===== config.mk =====
export PLATFORM = sky130hd
export DESIGN_NAME = alu_rr_scheduler
export DESIGN_NICKNAME = d
export VERILOG_FILES = /design/src/rtl/alu_rr_scheduler.sv
export SDC_FILE = /design/constraint.sdc
export NUM_CORES = 1
export LEC_CHECK = 0
export CAP_MARGIN = 10
export CORE_ASPECT_RATIO = 1.4
export CORE_UTILIZATION = 45
export DETAILED_ROUTE_END_ITERATION = 8
export PLACE_DENSITY = 0.66
export SYNTH_ARGS = -nofsm -noshare
export SYNTH_HDL_FRONTEND = slang
export SYNTH_SLANG_ARGS = --single-unit

===== constraint.sdc =====
create_clock -name clk -period 46.4 [get_ports clk]
set_input_delay 9.28 -clock clk [delete_from_list [all_inputs] [get_ports clk]]
set_output_delay 9.28 -clock clk [all_outputs]
set_load 0.1 [all_outputs]

===== src/rtl/alu_rr_scheduler.sv =====
// Round-robin scheduler sharing one combinational ALU between NUM_REQ requesters.
// Optional divide-by-zero flag output resp_err enabled by defining ALU_RR_SCHEDULER_ERR_EN.
module alu_rr_scheduler #(
  parameter int unsigned DATA_WIDTH    = 16,
  parameter int unsigned NUM_REQ       = 4,
  parameter int unsigned MULDIV_CYCLES = 4
) (
  input  logic                          clk,
  input  logic                          rst,
  input  logic [NUM_REQ-1:0]            req_valid,
  output logic [NUM_REQ-1:0]            req_ready,
  input  logic [3*NUM_REQ-1:0]          req_oc,
  input  logic [DATA_WIDTH*NUM_REQ-1:0] req_a,
  input  logic [DATA_WIDTH*NUM_REQ-1:0] req_b,
  output logic [NUM_REQ-1:0]            resp_valid,
  input  logic [NUM_REQ-1:0]            resp_ready,
  output logic [DATA_WIDTH-1:0]         resp_data,
  output logic                          busy
`ifdef ALU_RR_SCHEDULER_ERR_EN
  ,
  output logic                          resp_err
`endif
);

  localparam int unsigned IdxW = (NUM_REQ > 1) ? $clog2(NUM_REQ) : 1;
  localparam int unsigned CntW = (MULDIV_CYCLES > 1) ? $clog2(MULDIV_CYCLES) : 1;

  typedef enum logic [1:0] {StIdle, StExec, StResp} state_e;

  state_e                  state_q, state_d;
  logic [2:0]              oc_q, oc_d;
  logic [DATA_WIDTH-1:0]   a_q, a_d;
  logic [DATA_WIDTH-1:0]   b_q, b_d;
  logic [IdxW-1:0]         owner_q, owner_d;
  logic [IdxW-1:0]         last_q, last_d;
  logic [CntW-1:0]         cnt_q, cnt_d;
  logic [NUM_REQ-1:0]      resp_valid_q, resp_valid_d;
  logic [DATA_WIDTH-1:0]   resp_data_q, resp_data_d;
`ifdef ALU_RR_SCHEDULER_ERR_EN
  logic                    err_q, err_d;
`endif

  logic [IdxW-1:0]         win_idx;
  logic                    win_found;
  logic [DATA_WIDTH-1:0]   alu_res;
  logic [2:0]              win_oc;

  // Scan from the farthest offset down so the nearest valid requester after last_q wins.
  always_comb begin
    int unsigned idx;
    logic [IdxW-1:0] idx_n;
    win_idx   = '0;
    win_found = 1'b0;
    idx       = 0;
    idx_n     = '0;
    for (int unsigned k = 0; k < NUM_REQ; k++) begin
      idx   = (32'(last_q) + (NUM_REQ - k)) % NUM_REQ;
      idx_n = IdxW'(idx);
      if (req_valid[idx_n]) begin
        win_idx   = idx_n;
        win_found = 1'b1;
      end
    end
  end

  assign win_oc = req_oc[3*win_idx +: 3];

  // Shared ALU: fed only from the captured operand registers.
  always_comb begin
    alu_res = '0;
    case (oc_q)
      3'b000:  alu_res = a_q + b_q;
      3'b001:  alu_res = a_q - b_q;
      3'b010:  alu_res = a_q * b_q;
      3'b011:  if (b_q != '0) alu_res = a_q / b_q;
      3'b100:  alu_res = ~a_q;
      3'b101:  alu_res = a_q ^ b_q;
      3'b110:  alu_res = a_q | b_q;
      3'b111:  alu_res = a_q & b_q;
      default: alu_res = '0;
    endcase
  end

  always_comb begin
    state_d      = state_q;
    oc_d         = oc_q;
    a_d          = a_q;
    b_d          = b_q;
    owner_d      = owner_q;
    last_d       = last_q;
    cnt_d        = cnt_q;
    resp_valid_d = resp_valid_q;
    resp_data_d  = resp_data_q;
`ifdef ALU_RR_SCHEDULER_ERR_EN
    err_d        = err_q;
`endif
    req_ready    = '0;
    unique case (state_q)
      StIdle: begin
        if (win_found) begin
          req_ready[win_idx] = 1'b1;
          oc_d    = win_oc;
          a_d     = req_a[DATA_WIDTH*win_idx +: DATA_WIDTH];
          b_d     = req_b[DATA_WIDTH*win_idx +: DATA_WIDTH];
          owner_d = win_idx;
          cnt_d   = (win_oc[2:1] == 2'b01) ? CntW'(MULDIV_CYCLES - 1) : '0;
          state_d = StExec;
        end
      end
      StExec: begin
        if (cnt_q == '0) begin
          resp_data_d           = alu_res;
          resp_valid_d          = '0;
          resp_valid_d[owner_q] = 1'b1;
`ifdef ALU_RR_SCHEDULER_ERR_EN
          err_d                 = (oc_q == 3'b011) && (b_q == '0);
`endif
          state_d               = StResp;
        end else begin
          cnt_d = cnt_q - 1'b1;
        end
      end
      StResp: begin
        if (resp_ready[owner_q]) begin
          resp_valid_d = '0;
          last_d       = owner_q;
          state_d      = StIdle;
        end
      end
      default: state_d = StIdle;
    endcase
  end

  always_ff @(posedge clk) begin
    if (rst) begin
      state_q      <= StIdle;
      oc_q         <= '0;
      a_q          <= '0;
      b_q          <= '0;
      owner_q      <= '0;
      last_q       <= IdxW'(NUM_REQ - 1);
      cnt_q        <= '0;
      resp_valid_q <= '0;
      resp_data_q  <= '0;
`ifdef ALU_RR_SCHEDULER_ERR_EN
      err_q        <= 1'b0;
`endif
    end else begin
      state_q      <= state_d;
      oc_q         <= oc_d;
      a_q          <= a_d;
      b_q          <= b_d;
      owner_q      <= owner_d;
      last_q       <= last_d;
      cnt_q        <= cnt_d;
      resp_valid_q <= resp_valid_d;
      resp_data_q  <= resp_data_d;
`ifdef ALU_RR_SCHEDULER_ERR_EN
      err_q        <= err_d;
`endif
    end
  end

  assign resp_valid = resp_valid_q;
  assign resp_data  = resp_data_q;
  assign busy       = (state_q != StIdle);
`ifdef ALU_RR_SCHEDULER_ERR_EN
  assign resp_err   = err_q;
`endif

endmodule


; After elaboration in Yosys (flattened, before gate mapping)
; Index checks and enable logic that the tools add are counted.
[word_totals]
elab_cells = 100
output_inout_bits = 25
ff_bits = 63
in_bits = 150
[op_classes]
n_shift = 3
n_mul = 2
n_addsub = 7
eq_ne = 14
n_bitwise = 4
order_cmp = 8
n_div = 1
n_mux = 37
reduce_logical = 15
[op_table]
columns = cell, count
row1 = $pmux W16 S8, 1
row2 = $shiftx A64 B7 Y16, 2
row3 = $mux W2, 10
row4 = $lt A2 B3 Y1 const B, 6
row5 = $add A16 B16 Y16, 1
row6 = $and A16 B16 Y16, 1
row7 = $div A16 B16 Y16, 1
row8 = $mul A16 B16 Y16, 1
row9 = $mux W16, 1
row10 = $mux W4, 4
row11 = $not A16 Y16, 1
row12 = $or A16 B16 Y16, 1
row13 = $reduce_bool A16 Y1, 1
row14 = $sub A16 B16 Y16, 1
row15 = $xor A16 B16 Y16, 1
row16 = $eq A3 B3 Y1 const B, 4
row17 = $shiftx A12 B5 Y3, 1
row18 = $mux W1, 11
row19 = $bmux W1 S2, 5
row20 = $reduce_and A3 Y1, 3
row21 = $ne A2 B2 Y1 const B, 4
row22 = $pmux W4 S2, 1
row23 = $eq A3 B2 Y1 const B, 2
row24 = $pmux W2 S3, 1
row25 = other kinds (15), 26

; Depth between registers and ports, before layout
[depth]
ltp_word = 13
ltp_mapped = 132
mapped_depth_nobuf = 119

; Least setup slack after synthesis
; No wires, ideal clock.
[synth_timing]
path_kind = reg-to-reg
start = reg b_q[0]
end = reg resp_data_q[0] (netlist: resp_data[0])
t_required_ps = 46266
setup_slack_ps = 19233
period_less_slack_ps = 27167
setup_time_ps = 134
arrival_time_ps = 27033
path_stages_with_launch = 123
path_cell_list = dfxtp_1 > clkbuf_1 > clkinv_1 > ha_1 > or2_2 > a31oi_1 > nor2_1 > ha_1 > o21ai_0 > nor2b_1 > nor2_1 > o31a_2 > inv_1 > ha_1 > a21oi_1 > nand2_1 > a21oi_1 > nor2_1 > [... 87 more ...] > a31oi_1 > a31oi_1 > a211o_1 > a21oi_1 > clkbuf_1 > clkbuf_1 > nand2_1 > o21ai_0 > ha_1 > a21boi_0 > o21a_1 > o21a_1 > o21a_1 > o21a_1 > o211ai_1 > a21oi_1 > a2111oi_0 > nor4_1
[synth_between]
elab_chain_cells = 3
elab_cells_between_ends = 10
[synth_lines]
columns = element, line_no
row1 = start: declaration, 33  ; logic [DATA_WIDTH-1:0] b_q, b_d;
row2 = start signal: assignment, 139  ; b_q <= '0;
row3 = start signal: assignment, 152  ; b_q <= b_d;
row4 = $div A16 B16 Y16 or $reduce_bool A16 Y1 (tied branches), 75  ; 3'b011: if (b_q != '0) alu_res = a_q / b_q;
row5 = $mux W16, 75
row6 = $pmux W16 S8 (*), 71  ; case (oc_q)
row7 = end signal: assignment, 157  ; resp_data_q <= resp_data_d;
row8 = end: declaration, 38  ; logic [DATA_WIDTH-1:0] resp_data_q, resp_data_d;
; Mark *: on every way between the ends. The rest lies on a longest branch, timed or not.
; A chain may end at the register's enable or synchronous reset.

; Worst setup path in the final report
[layout_timing]
start = reg b_q[15]
end = reg resp_data_q[0] (netlist: resp_data[0])
[layout_between]
elab_chain_cells = 3
elab_cells_between_ends = 4
[layout_lines]
columns = element, line_no
row1 = $div A16 B16 Y16 or $reduce_bool A16 Y1 (tied branches), 75
row2 = $mux W16 (*), 75
row3 = $pmux W16 S8 (*), 71
; Marked as above.

==> summary.txt <==
Logic synthesis
  • Post-synthesis compound-gate area fraction: 26.2%
  • Cells after synthesis: 2247
  • Largest family of logic cells by synthesized area: adder cells
  • XOR/XNOR share of the synthesized area: 6.68%
  • Share of flip-flops with an asynchronous set or reset: 0%
  • Synth top area share: 17.9%
  • Register area share after synthesis: 7.63%
  • Multiplexer share of the synthesized area: 2.47%
  • Avg Inst Size Synth: 7.35 um^2
  • Synth Area in Adders: 27.8%
  • EDFF count, synth: 0
  • Synth Flop Type: dfxtp_1
  • Syn_nets: 2715
  • Post-synthesis simple-gate area fraction: 21.9%
  • Leading area contributor after synthesis: ha_1
  • Largest cells by area after synthesis: ha_1 (18%), fa_1 (9.8%), dfxtp_1 (7.6%)
  • Synth cell types: 91
  • Flops & latches, synth: 63
  • Mapped Area: 16500 um^2
  • Count of warnings emitted by yosys: 0

Critical path
  • WP data required: 46610 ps
  • CP max-delay cell: nor2_1
  • R2R depth: 110
  • Critical path arrival: 32130 ps
  • Crit-path max FO: 26
  • CP most frequent cell: ha_1
  • End of the critical path: resp_data[0]
  • RR Startpoint: b_q[15]
  • Delay of the slowest critical-path stage: 840 ps
  • R2r setup slk: 14480 ps
  • Setup CP Type: reg -> reg
  • Crit. End Element: flop
  • Worst R2R End: resp_data[0]
  • Critical path startpoint category: flop
  • CP startpoint: b_q[15]

Worst hold path
  • Hold crit path type: reg -> reg
  • Hold Crit Start: resp_data[8]

Clock network
  • Setup Fix Bufs, Post-CTS: 0
  • CTS tree: yes
  • H-tree levels: 3
  • Num CTS Buffers: 9
  • CTS hold repair buffers: 0
  • PostCTS Resize Cnt: 0
  • CTS max path bufs: 2
  • CTS sink count: 63
  • Worst-Skew Late Latency: 350 ps
  • Clk slew on worst S/H paths: 60 ps
  • CTS root buffer: clkbuf_16

Route
  • Via count: 17700
  • DRT antenna net count: 0
  • Via density: 6.24
  • Remaining DRCs: 0
  • Routed wire per std cell: 22.7 um
  • Initial DRC count: 1130
  • Router iterations before antenna repair: 7
  • Routed WL: 64300 um

STA
  • Period minus WS final: 31920 ps
  • Setup TNS: 0 ps
  • Worst Skew: 7.49 ps
  • RSZ-0062 raised after global routing: false
  • Final Cycle Share: 68.8%
  • Least-Margin Pin Slew: 1120 ps
  • Hold Fails Final Rpt: 0
  • Relative slew slack: 25.3%
  • Slew Limit Fails: 0
  • Max Freq: 0.0313 GHz
  • # setup viols final: 0

Global routing
  • Largest net degree at the start of global routing: 75
  • GRT overflow: 0
  • Initial antenna violation count: 1
  • GRT Util Overall: 34.9%
  • First-pass GRT wire length: 98900 um
  • Vias in the first global route: 17800

Run status
  • Status: finished clean

Finish
  • NumNets Final: 2828
  • Area of the multi-input gates: 14100 um^2
  • Final core occ: 53.0%
  • Share of cells above drive strength 1: 5.84%
  • P&R area growth vs syn: 15.5%
  • Register area: 1260 um^2
  • Layout fillers: 3497
  • Non-filler instance count after layout: 2828

Job
  • Max-cap violations: 0

Die
  • Core area: 36000 um^2
  • I/O Pins: 175
  • Core Rows: 82
  • Die Ht: 229 um
  • Initial Util: 45.9%
  • DIE AREA: 37500 um^2
  • Die width: 164 um

Place
  • Routability cong.: 1.01
  • HPWL after DPL: 50900 um
  • I/O Buffers: 174
  • Placed cell count: 2811
-- registers in the layout, indices dropped and copies added (netlist names) --
register and flops:
a_q 16, b_q 16, resp_data 16, resp_valid 4, oc_q 3, cnt_q 2
last_q 2, owner_q 2, state_q 2
-- worst min-delay path by stage --
| stage | to | slack, ps | depth (start not counted) |
|---|---|---|---|
| after global placement | resp_data[8] | 450 | 2 |
| after CTS | resp_data[8] | 460 | 2 |
| after detailed placement | resp_data[8] | 450 | 2 |
| final | resp_data[8] | 460 | 2 |
| after floorplan | state_q[0] | 460 | 1 |
| after global routing | resp_data[8] | 490 | 2 |
-- cells in the final DEF, fill, tap and decap left out, types with 31 or more instances in the layout --
master / count
a211oi_1: 56
a21o_1: 42
a21oi_1: 144
a311oi_1: 37
a31oi_1: 31
and2_1: 49
buf_4: 44
clkdlybuf4s50_1: 173
dfxtp_1: 63
fa_1: 81
ha_1: 237
inv_1: 190
nand2_1: 241
nand3_1: 36
nor2_1: 237
nor3_1: 52
o21a_1: 33
o21ai_0: 74
xnor2_1: 91
xor2_1: 35
-- Yosys cell counts, drive strengths merged, types with 9 or more instances --
| cell type | instances |
|---|---|
| nor3 | 53 |
| inv | 192 |
| and2 | 50 |
| a21oi | 145 |
| nand4 | 11 |
| a211oi | 60 |
| dfxtp | 63 |
| nor2 | 237 |
| o22ai | 12 |
| or4 | 11 |
| mux2i | 19 |
| xnor2 | 91 |
| nor2b | 15 |
| a21o | 42 |
| or3 | 26 |
| nand2 | 242 |
| o21a | 33 |
| xor2 | 35 |
| mux2 | 13 |
| a31oi | 31 |
| fa | 81 |
| o31ai | 18 |
| nand3 | 36 |
| a311oi | 37 |
| nand2b | 20 |
| ha | 237 |
| buf | 18 |
| a2111oi | 11 |
| and3 | 23 |
| o211ai | 31 |
| a211o | 11 |
| or2 | 18 |
| a221oi | 16 |
| clkbuf | 98 |
| o21ai | 78 |
| nor4 | 17 |
| o21bai | 9 |
| a21boi | 13 |
-- layer usage --
| metal | track usage, % | part of all wire (%) | vias up |
|---|---|---|---|
| met5 | 0 | 0 | - |
| met4 | 29.7 | 9.9 | 0 |
| met3 | 4.65 | 6.8 | 299 |
| met2 | 60.3 | 48 | 817 |
| met1 | 37.0 | 35 | 8289 |
| li1 | - | - | 8255 |
-- worst max-delay path: cells and delay by family (launching register included) --
kind            cells  cell delay, ps
simple gates       31            8360
fa+ha+maj          15            4730
buf+inv             5             650
compound gates     56           16140
flops               1             550
mux                 3            1290
-- metrics by stage --
step	setup slack (ps)	instance area, um^2	hold slack, ps
after floorplan	19230	16500	460
after global placement	15810	18800	450
after detailed placement	14990	18800	455
after CTS	14960	19100	463
after global routing	12120	19100	494
final	14480	19100	461
-- cells by family (layout without fill, tap and decap cells) --
family / after synthesis / in the layout
AO/OA/AOI/OAI: 618 / 618
XOR/XNOR: 126 / 126
adder cells (fa/ha/maj): 318 / 318
buffers and inverters: 312 / 430
flip-flops: 63 / 63
multiplexers: 35 / 35
other: 0 / 1
AND/OR/NAND/NOR: 775 / 775
-- final cells by class --
| cell class | count | area share [%] |
|---|---|---|
| repair buffers | 218 | 10.8 |
| well taps | 462 | 3.03 |
| inverters | 196 | 3.85 |
| flip-flops and latches | 63 | 6.61 |
| clock buffers | 10 | 1.25 |
| diodes | 1 | 0.0131 |
| clock inverters | 6 | 0.485 |
| multi-input cells | 1872 | 73.9 |
Power is not shown: default switching activity piles up to over one toggle a cycle in this logic, so the estimate is an artifact.
